`config.mk`:
```
export PLATFORM = sky130hd
export DESIGN_NAME = bac_io_arbiter
export DESIGN_NICKNAME = d
export VERILOG_FILES = /design/src/rtl/bac_io_pkg.sv /design/src/rtl/bac_rr_picker.sv /design/src/rtl/bac_io_arbiter.sv
export SDC_FILE = /design/constraint.sdc
export NUM_CORES = 1
export LEC_CHECK = 0
export BUFFER_PORTS_ARGS = -buffer_cell sky130_fd_sc_hd__buf_2
export CAP_MARGIN = 5
export CORE_MARGIN = 5
export CORE_UTILIZATION = 37
export CTS_BUF_LIST = sky130_fd_sc_hd__clkbuf_16
export DETAILED_ROUTE_END_ITERATION = 8
export GPL_TIMING_DRIVEN = 0
export PLACE_DENSITY = 0.81
export REMOVE_ABC_BUFFERS = 1
export SLEW_MARGIN = 20
export SYNTH_ARGS = -nofsm -noshare
export SYNTH_HDL_FRONTEND = slang
export SYNTH_HIERARCHICAL = 1
export SYNTH_SLANG_ARGS = --single-unit
export TNS_END_PERCENT = 100
```
`constraint.sdc`:
```
create_clock -name clk -period 1.9 [get_ports clk]
set_input_delay 0.095 -clock clk [delete_from_list [all_inputs] [get_ports clk]]
set_output_delay 0.095 -clock clk [all_outputs]
set_load 0.05 [all_outputs]
```
`src/rtl/bac_io_pkg.sv`:
```
// Shared types and width helpers for the BAC-02 I/O bus arbiter.
// The arbiter's optional burst mode is enabled with the BAC_IO_BURST_EN macro.
package bac_io_pkg;

    typedef enum logic [1:0] {
        ST_IDLE  = 2'd0,
        ST_GRANT = 2'd1,
        ST_ACK   = 2'd2
    } state_t;

    localparam int NREQ_MAX = 4;

    // Owner index width; a single master still gets a 1-bit index.
    function automatic int owner_w(input int nreq);
        return (nreq > 1) ? $clog2(nreq) : 1;
    endfunction

    // Burst counter must reach MAX_BURST-1.
    function automatic int burst_w(input int max_burst);
        return (max_burst > 1) ? $clog2(max_burst) : 1;
    endfunction

endpackage

```
`src/rtl/bac_rr_picker.sv`:
```
// Combinational round-robin picker: chooses the first requester after rr_ptr,
// wrapping cyclically, so the master served last has the lowest priority.
module bac_rr_picker
    import bac_io_pkg::*;
#(
    parameter int NREQ    = 2,
    parameter int OWNER_W = 1
) (
    input  logic [NREQ-1:0]    req,
    input  logic [OWNER_W-1:0] rr_ptr,
    output logic [OWNER_W-1:0] grant,
    output logic               any_req
);

    logic               found;
    logic [OWNER_W-1:0] idx;

    always_comb begin
        grant = '0;
        found = 1'b0;
        idx   = '0;
        for (int i = 1; i <= NREQ; i++) begin
            idx = OWNER_W'((int'(rr_ptr) + i) % NREQ);
            if (!found && req[idx]) begin
                grant = idx;
                found = 1'b1;
            end
        end
    end

    assign any_req = |req;

endmodule

```
`src/rtl/bac_io_arbiter.sv`:
```
// BAC-02 peripheral bus arbiter: CPU has absolute priority, secondary masters share idle
// cycles round-robin. Define BAC_IO_BURST_EN to let a master hold its grant with m_lock.
module bac_io_arbiter
    import bac_io_pkg::*;
#(
    parameter int NREQ      = 2,
    parameter int MAX_BURST = 4
) (
    input  logic              clk,
    input  logic              reset,
    input  logic [7:0]        cpu_addr,
    input  logic [7:0]        cpu_dout,
    input  logic              cpu_out,
    input  logic              cpu_in,
    output logic [7:0]        cpu_din,
    input  logic [NREQ-1:0]   m_req,
    input  logic [NREQ-1:0]   m_we,
    input  logic [8*NREQ-1:0] m_addr,
    input  logic [8*NREQ-1:0] m_wdata,
    input  logic [NREQ-1:0]   m_lock,
    output logic [NREQ-1:0]   m_ack,
    output logic [7:0]        m_rdata,
    output logic [7:0]        io_addr,
    output logic [7:0]        io_wdata,
    output logic              io_wr,
    output logic              io_rd,
    input  logic [7:0]        io_rdata,
    output state_t            dbg_state
);

    localparam int OWNER_W = owner_w(NREQ);
    localparam int BURST_W = burst_w(MAX_BURST);

    // Handshake: a master raises m_req with m_we/m_addr/m_wdata and holds them stable
    // until its one-cycle m_ack; in the ack cycle it either drops m_req or presents a
    // new request. Dropping m_req before the access withdraws it silently (no ack).
    state_t             state, state_d;
    logic [OWNER_W-1:0] owner, owner_d;
    logic [OWNER_W-1:0] rr_ptr, rr_ptr_d;
    logic [OWNER_W-1:0] pick;
    logic               any_req;
    logic [NREQ-1:0]    ack_d;
    logic [7:0]         rdata_d;

    logic               cpu_busy;
    logic               sel_req;
    logic               sel_we;
    logic [7:0]         sel_addr;
    logic [7:0]         sel_wdata;

`ifdef BAC_IO_BURST_EN
    logic [BURST_W-1:0] burst_cnt, burst_cnt_d;
`else
    logic unused_lock;
    assign unused_lock = ^m_lock;
`endif

    assign cpu_busy  = cpu_in | cpu_out;
    assign sel_req   = m_req[owner];
    assign sel_we    = m_we[owner];
    assign sel_addr  = m_addr[int'(owner)*8 +: 8];
    assign sel_wdata = m_wdata[int'(owner)*8 +: 8];
    assign cpu_din   = io_rdata;
    assign dbg_state = state;

    bac_rr_picker #(
        .NREQ    (NREQ),
        .OWNER_W (OWNER_W)
    ) u_picker (
        .req     (m_req),
        .rr_ptr  (rr_ptr),
        .grant   (pick),
        .any_req (any_req)
    );

    // Bus mux: the CPU cannot stall, so its strobes override any granted master.
    always_comb begin
        io_addr  = 8'h00;
        io_wdata = 8'h00;
        io_wr    = 1'b0;
        io_rd    = 1'b0;
        if (cpu_busy) begin
            io_addr  = cpu_addr;
            io_wdata = cpu_dout;
            io_wr    = cpu_out;
            io_rd    = cpu_in;
        end else if (state == ST_GRANT && sel_req) begin
            io_addr  = sel_addr;
            io_wdata = sel_wdata;
            io_wr    = sel_we;
            io_rd    = ~sel_we;
        end
    end

    always_comb begin
        state_d  = state;
        owner_d  = owner;
        rr_ptr_d = rr_ptr;
        ack_d    = '0;
        rdata_d  = m_rdata;
`ifdef BAC_IO_BURST_EN
        burst_cnt_d = burst_cnt;
`endif
        case (state)
            ST_IDLE: begin
                if (any_req) begin
                    state_d = ST_GRANT;
                    owner_d = pick;
`ifdef BAC_IO_BURST_EN
                    burst_cnt_d = '0;
`endif
                end
            end
            ST_GRANT: begin
                // Withdrawal wins over a pending access; a busy CPU just defers it.
                if (!sel_req) begin
                    state_d = ST_IDLE;
                end else if (!cpu_busy) begin
                    ack_d[owner] = 1'b1;
                    if (!sel_we) rdata_d = io_rdata;
                    state_d = ST_ACK;
                end
            end
            ST_ACK: begin
                rr_ptr_d = owner;
                state_d  = ST_IDLE;
`ifdef BAC_IO_BURST_EN
                if (m_lock[owner] && burst_cnt < BURST_W'(MAX_BURST - 1)) begin
                    state_d     = ST_GRANT;
                    burst_cnt_d = burst_cnt + 1'b1;
                end
`endif
            end
            default: state_d = ST_IDLE;
        endcase
    end

    always_ff @(posedge clk) begin
        if (reset) begin
            state   <= ST_IDLE;
            owner   <= '0;
            rr_ptr  <= OWNER_W'(NREQ - 1);
            m_ack   <= '0;
            m_rdata <= 8'h00;
`ifdef BAC_IO_BURST_EN
            burst_cnt <= '0;
`endif
        end else begin
            state   <= state_d;
            owner   <= owner_d;
            rr_ptr  <= rr_ptr_d;
            m_ack   <= ack_d;
            m_rdata <= rdata_d;
`ifdef BAC_IO_BURST_EN
            burst_cnt <= burst_cnt_d;
`endif
        end
    end

endmodule

```
# Yosys cells after proc, flatten, opt, wreduce, memory -nomap -nowiden
# Cells that the tools add are included.
[totals]
ff_bits = 14
inputBits = 66
output_inout_bits = 38
word_cells = 57
[op_classes]
add_sub_neg = 2
order_cmp = 4
eq_ne = 4
shift = 2
n_mux = 25
bitwise_logic = 5
reduce_logical = 10
[op_table]
columns = ["cell", "count"]
rows = [
  ["$mux 8", 4],
  ["$shiftx 16x5->8", 2],
  ["$mux 1", 16],
  ["$lt 1x2->1 const B", 3],
  ["$mux 2", 3],
  ["$not 1->1", 4],
  ["$pmux 2 s2", 1],
  ["$reduce_and 2->1", 2],
  ["$reduce_and 4->1", 1],
  ["$reduce_or 4->1", 1],
  ["$logic_and 1x1->1", 3],
  ["$ne 3x3->1 const B", 1],
  ["$add 1x1->1 const B", 2],
  ["$eq 2x1->1 const B", 1],
  ["$eq 2x2->1 const B", 1],
  ["$logic_not 2->1", 1],
  ["$ne 2x2->1 const B", 1],
  ["$reduce_or 2->1", 1],
  ["$demux 1 s1", 1],
  ["$ge 1x1->1 const B", 1],
  ["$logic_not 1->1", 1],
  ["$or 1x1->1", 1],
]

# Depth between registers and ports, before layout
[depth]
word_depth = 7
ltp_mapped = 5
depth_no_buf = 4

# Cells and area by module
# Netlist, hierarchy kept.
[by_module_without_submodules]
columns = ["module", "instances", "cells_each", "area_per_inst_um2", "seq_area_each_um2"]
rows = [
  ["bac_io_arbiter", 1, 128, 1094.8, 280.3],
  ["bac_rr_picker", 1, 2, 13.8, 0.0],
]

# Worst setup path after synthesis
# No wires, ideal clock.
[synth_path]
path_type = "register to output"
from = "register state[0], in the netlist dbg_state[0]"
to = "output io_addr[7]"
arrival_time_ns = 2.289
t_required_ns = 1.805
path_slack_ns = -0.484
stages_incl_launch_ff = 4
path_buffers = 1
cell_sequence = "dfxtp_1 nand3_1 buf_2 o31ai_1"
[synth_via]
elab_chain_cells = 4
[synth_lines]
columns = ["item", "line_no", "text"]
rows = [
  ["start, declared", "bac_io_arbiter.sv:37", "state_t state, state_d;"],
  ["start signal, assigned", "bac_io_arbiter.sv:149", "state <= state_d;"],
  ["$eq 2x1->1", "bac_io_arbiter.sv:87", "end else if (state == ST_GRANT && sel_req) begin"],
  ["$logic_and 1x1->1", "bac_io_arbiter.sv:87", ""],
  ["$mux 8", "bac_io_arbiter.sv:87", ""],
  ["$mux 8", "bac_io_arbiter.sv:82", "if (cpu_busy) begin"],
  ["end, declared", "bac_io_arbiter.sv:23", "output logic [7:0] io_addr,"],
]
# No other way between the ends.

# Worst setup path after layout
[layout_path]
from = "register owner"
to = "output io_wdata[1]"
[layout_via]
elab_chain_cells = 5
elab_cells_between_ends = 6
cone_classes = "shift: 1; mux: 4; reduce/logical: 1"
[layout_lines]
columns = ["item", "line_no", "text"]
rows = [
  ["start, declared", "bac_io_arbiter.sv:38", "logic [OWNER_W-1:0] owner, owner_d;"],
  ["start signal, assigned", "bac_io_arbiter.sv:150", "owner <= owner_d;"],
  ["branches (longest 3 deep; another with $shiftx 16x5->8)", "n/a", ""],
  ["$mux 8 (*)", "bac_io_arbiter.sv:87", ""],
  ["$mux 8 (*)", "bac_io_arbiter.sv:82", ""],
  ["end, declared", "bac_io_arbiter.sv:24", "output logic [7:0] io_wdata,"],
]
# Every way passes the cells marked *. The select of a mux whose other input is x is not followed.

==> flow_metrics.tcl <==
set metrics [dict create \
    path_buf_inv 1 \
    pre_cts_slack_ns -1.04 \
    synth_edf_count 0 \
    fp.dieW_um 64.7 \
    max_cap_viol_count 0 \
    antenna_cells 0 \
    slew_headroom 0.570 \
    final_area_um2 1730 \
    cellLeakagePower_nw 0.834 \
    grtUsageTotal 0.155 \
    synth_top_area_share 0.253 \
    dr.first_iter.drc_count 25 \
    synth_cells 130 \
    required_ns 1.80 \
    cellPowerDensity_nw_per_um2 637 \
    placed_area_um2 1550 \
    clkPwrFrac 0.350 \
    tightest_slew_ns 0.646 \
    cp_top_family "flip-flops" \
    post-route-util 0.618 \
    seq_area_um2 284 \
    fin_ws_ns 0.0786 \
    critPathLaunchType "flop" \
    postRouteAntennaNets 0 \
    io_pins 104 \
    ys_top_cells_by_count "mux2i_1 (25), nand2_1 (17), nand2b_1 (17), o31ai_1 (17), dfxtp_1 (14)" \
    hold_buffers 0 \
    grt_overflow_total 0 \
    crit_arrival_ns 1.73 \
    ys_types 25 \
    p_comb_frac 0.365 \
    fmax_ghz 0.549 \
    grt_pass1_vias 1147 \
    critical_path.cell_chain "mux2_4 -> nand3_4 -> o31ai_1 -> buf_2" \
    synthFlopType "dfxtp_1" \
    drc_errors 0 \
    cts.clk_slew.worst_paths_ns 0.04 \
    die_area_um2 4190 \
    drt-pass1-iter-count 4 \
    cts_made_buffers 3 \
    timing.rr.start "owner" \
    path_class "flop to primary output" \
    cts_max_level 1 \
    grt_max_degree 26 \
    crit_path_top_delay_cell "dfxtp_4" \
    postRouteWirelength_um 3410 \
    dp.cells 243 \
    synthTopCellsByArea "dfxtp_1 (25%), mux2i_1 (23%), o31ai_1 (12%)" \
    period_minus_slack_ns 1.82 \
    hpwl_um 2500 \
    wl_per_cell_um 13.7 \
    critical_path.max_fanout 12 \
    drive_gt1_frac 0.537 \
    hold_viol 0 \
    max_stage_delay_ns 0.48 \
    clockBufferDepth 2 \
    p_sw_mw 0.382 \
    ys_ff_latch 14 \
    ys_async_sr_fraction 0 \
    cts_tree "yes" \
    fin_skew_ns 0.00110 \
    initial_core_util 0.395 \
    crit_path_end_kind "primary output" \
    setup_violations 0 \
    clock_sinks 14 \
    io_buffers 101 \
    insertion_delay_ns 0.24 \
    cts_root_buf "clkbuf_16" \
    status "finished clean" \
    fin_nets 286 \
    synth.most_common_cell "mux2i_1" \
    instances_no_fill 249 \
    peakVddDrop_uv 452 \
    seq_power_share 0.285 \
    vias 1253 \
    fillers 266 \
    critPathLaunch "owner" \
    viasPerCell 5.03 \
    area_growth_syn_to_layout_pct 56.3 \
    yosys.area.top_type "dfxtp_1" \
    min_period_over_period 0.959 \
    avgSynthCellArea_um2 8.53 \
    finalPower_mw 1.10 \
    die_y_um 64.7 \
    ys_warn_count 6 \
    top_usage_layer "met2" \
    rsz0062_at_grt "no" \
    hp-start "io_rdata[1]" \
    use_met1 0.191 \
    ys_seq_area_frac 0.253 \
    core_area_um2 2810 \
    hp-class "primary input to flop" \
    gr-usage-met2 0.266 \
    grt_pass1_wl_um 5230 \
    use_met3 0.0380 \
    switching_share 0.346 \
    rows 19 \
    slew_violations 0 \
    routabilityCongestion 0.741 \
    multiInputGateArea_um2 748 \
    antenna_found_initial 0 \
    syn_area_um2 1110 \
    power.internal_mw 0.722 \
]
==> power groups by stage <==
stage | sequential [mW] | combinational, mW | clock, mW
detailed placement | 0.321 | 0.374 | 0
CTS | 0.312 | 0.390 | 0.397
global route | 0.316 | 0.431 | 0.405
floorplan | 0.334 | 0.197 | 0
global placement | 0.321 | 0.363 | 0
finish | 0.315 | 0.403 | 0.386
==> registers in the layout, indices dropped and copies added (netlist names) <==
signal	count
owner	1
m_rdata	8
rr_ptr	1
m_ack	2
dbg_state	2
==> layout make-up <==
| type | instances | area share |
|---|---|---|
| clock buffers | 3 | 0.0433 |
| flip-flops and latches | 14 | 0.164 |
| well taps | 31 | 0.0224 |
| repair buffers | 104 | 0.334 |
| multi-input cells | 95 | 0.432 |
| inverters | 2 | 0.00433 |
==> routing by layer <==
metal | vias up | wire length (um)
met5 | - | 0
met4 | 0 | 48
met2 | 55 | 1650
met1 | 561 | 1410
li1 | 632 | -
met3 | 5 | 294
==> metrics by stage <==
step	hold WS (ns)	TNS, ns
5_1_grt	0.139	0
6_report	0.122	0
3_3_place_gp	0.371	-23.36
2_1_floorplan	0.167	-22.52
3_5_place_dp	0.372	-23.86
4_1_cts	0.118	0
==> placed cells by master (no fill, tap or decap), types with 3 or more instances in the layout <==
| master | instances |
|---|---|
| buf_2 | 90 |
| buf_4 | 10 |
| clkbuf_16 | 3 |
| dfxtp_1 | 13 |
| mux2i_1 | 25 |
| nand2_1 | 17 |
| nand2b_1 | 17 |
| o31ai_1 | 13 |
| o31ai_2 | 4 |
==> final timing paths <==
path / to / depth (start not counted) / slack (ns)
setup / recovery: io_wdata[1] / 4 / 0.08
hold / removal: m_rdata[1] / 3 / 0.12
setup reg to reg: m_rdata[2] / 4 / 0.24
hold reg to reg: m_rdata[7] / 2 / 0.47
==> worst min-delay path, cell delays in order <==
cell and delay [ns]:
buf_2 0.10, nand2b_1 0.06, mux2i_1 0.06
==> what timing repair did <==
action / CTS / global route
cloned: 0 / 1
gates resized for setup: 11 / 12
pin swaps: 0 / 1
setup buffers: 1 / 1
setup endpoints to repair: 30 / 19
==> logic make-up (layout without fill, tap and decap cells) <==
logic type	Yosys count	in the layout	share of synthesized area
and+or+nand+nor	46	47	0.236
muxes	27	27	0.249
buffers and inverters	22	109	0.121
AOI/OAI and AO/OA	21	21	0.141
DFF	14	14	0.253
No activity file was read; power rests on OpenSTA's default activity.
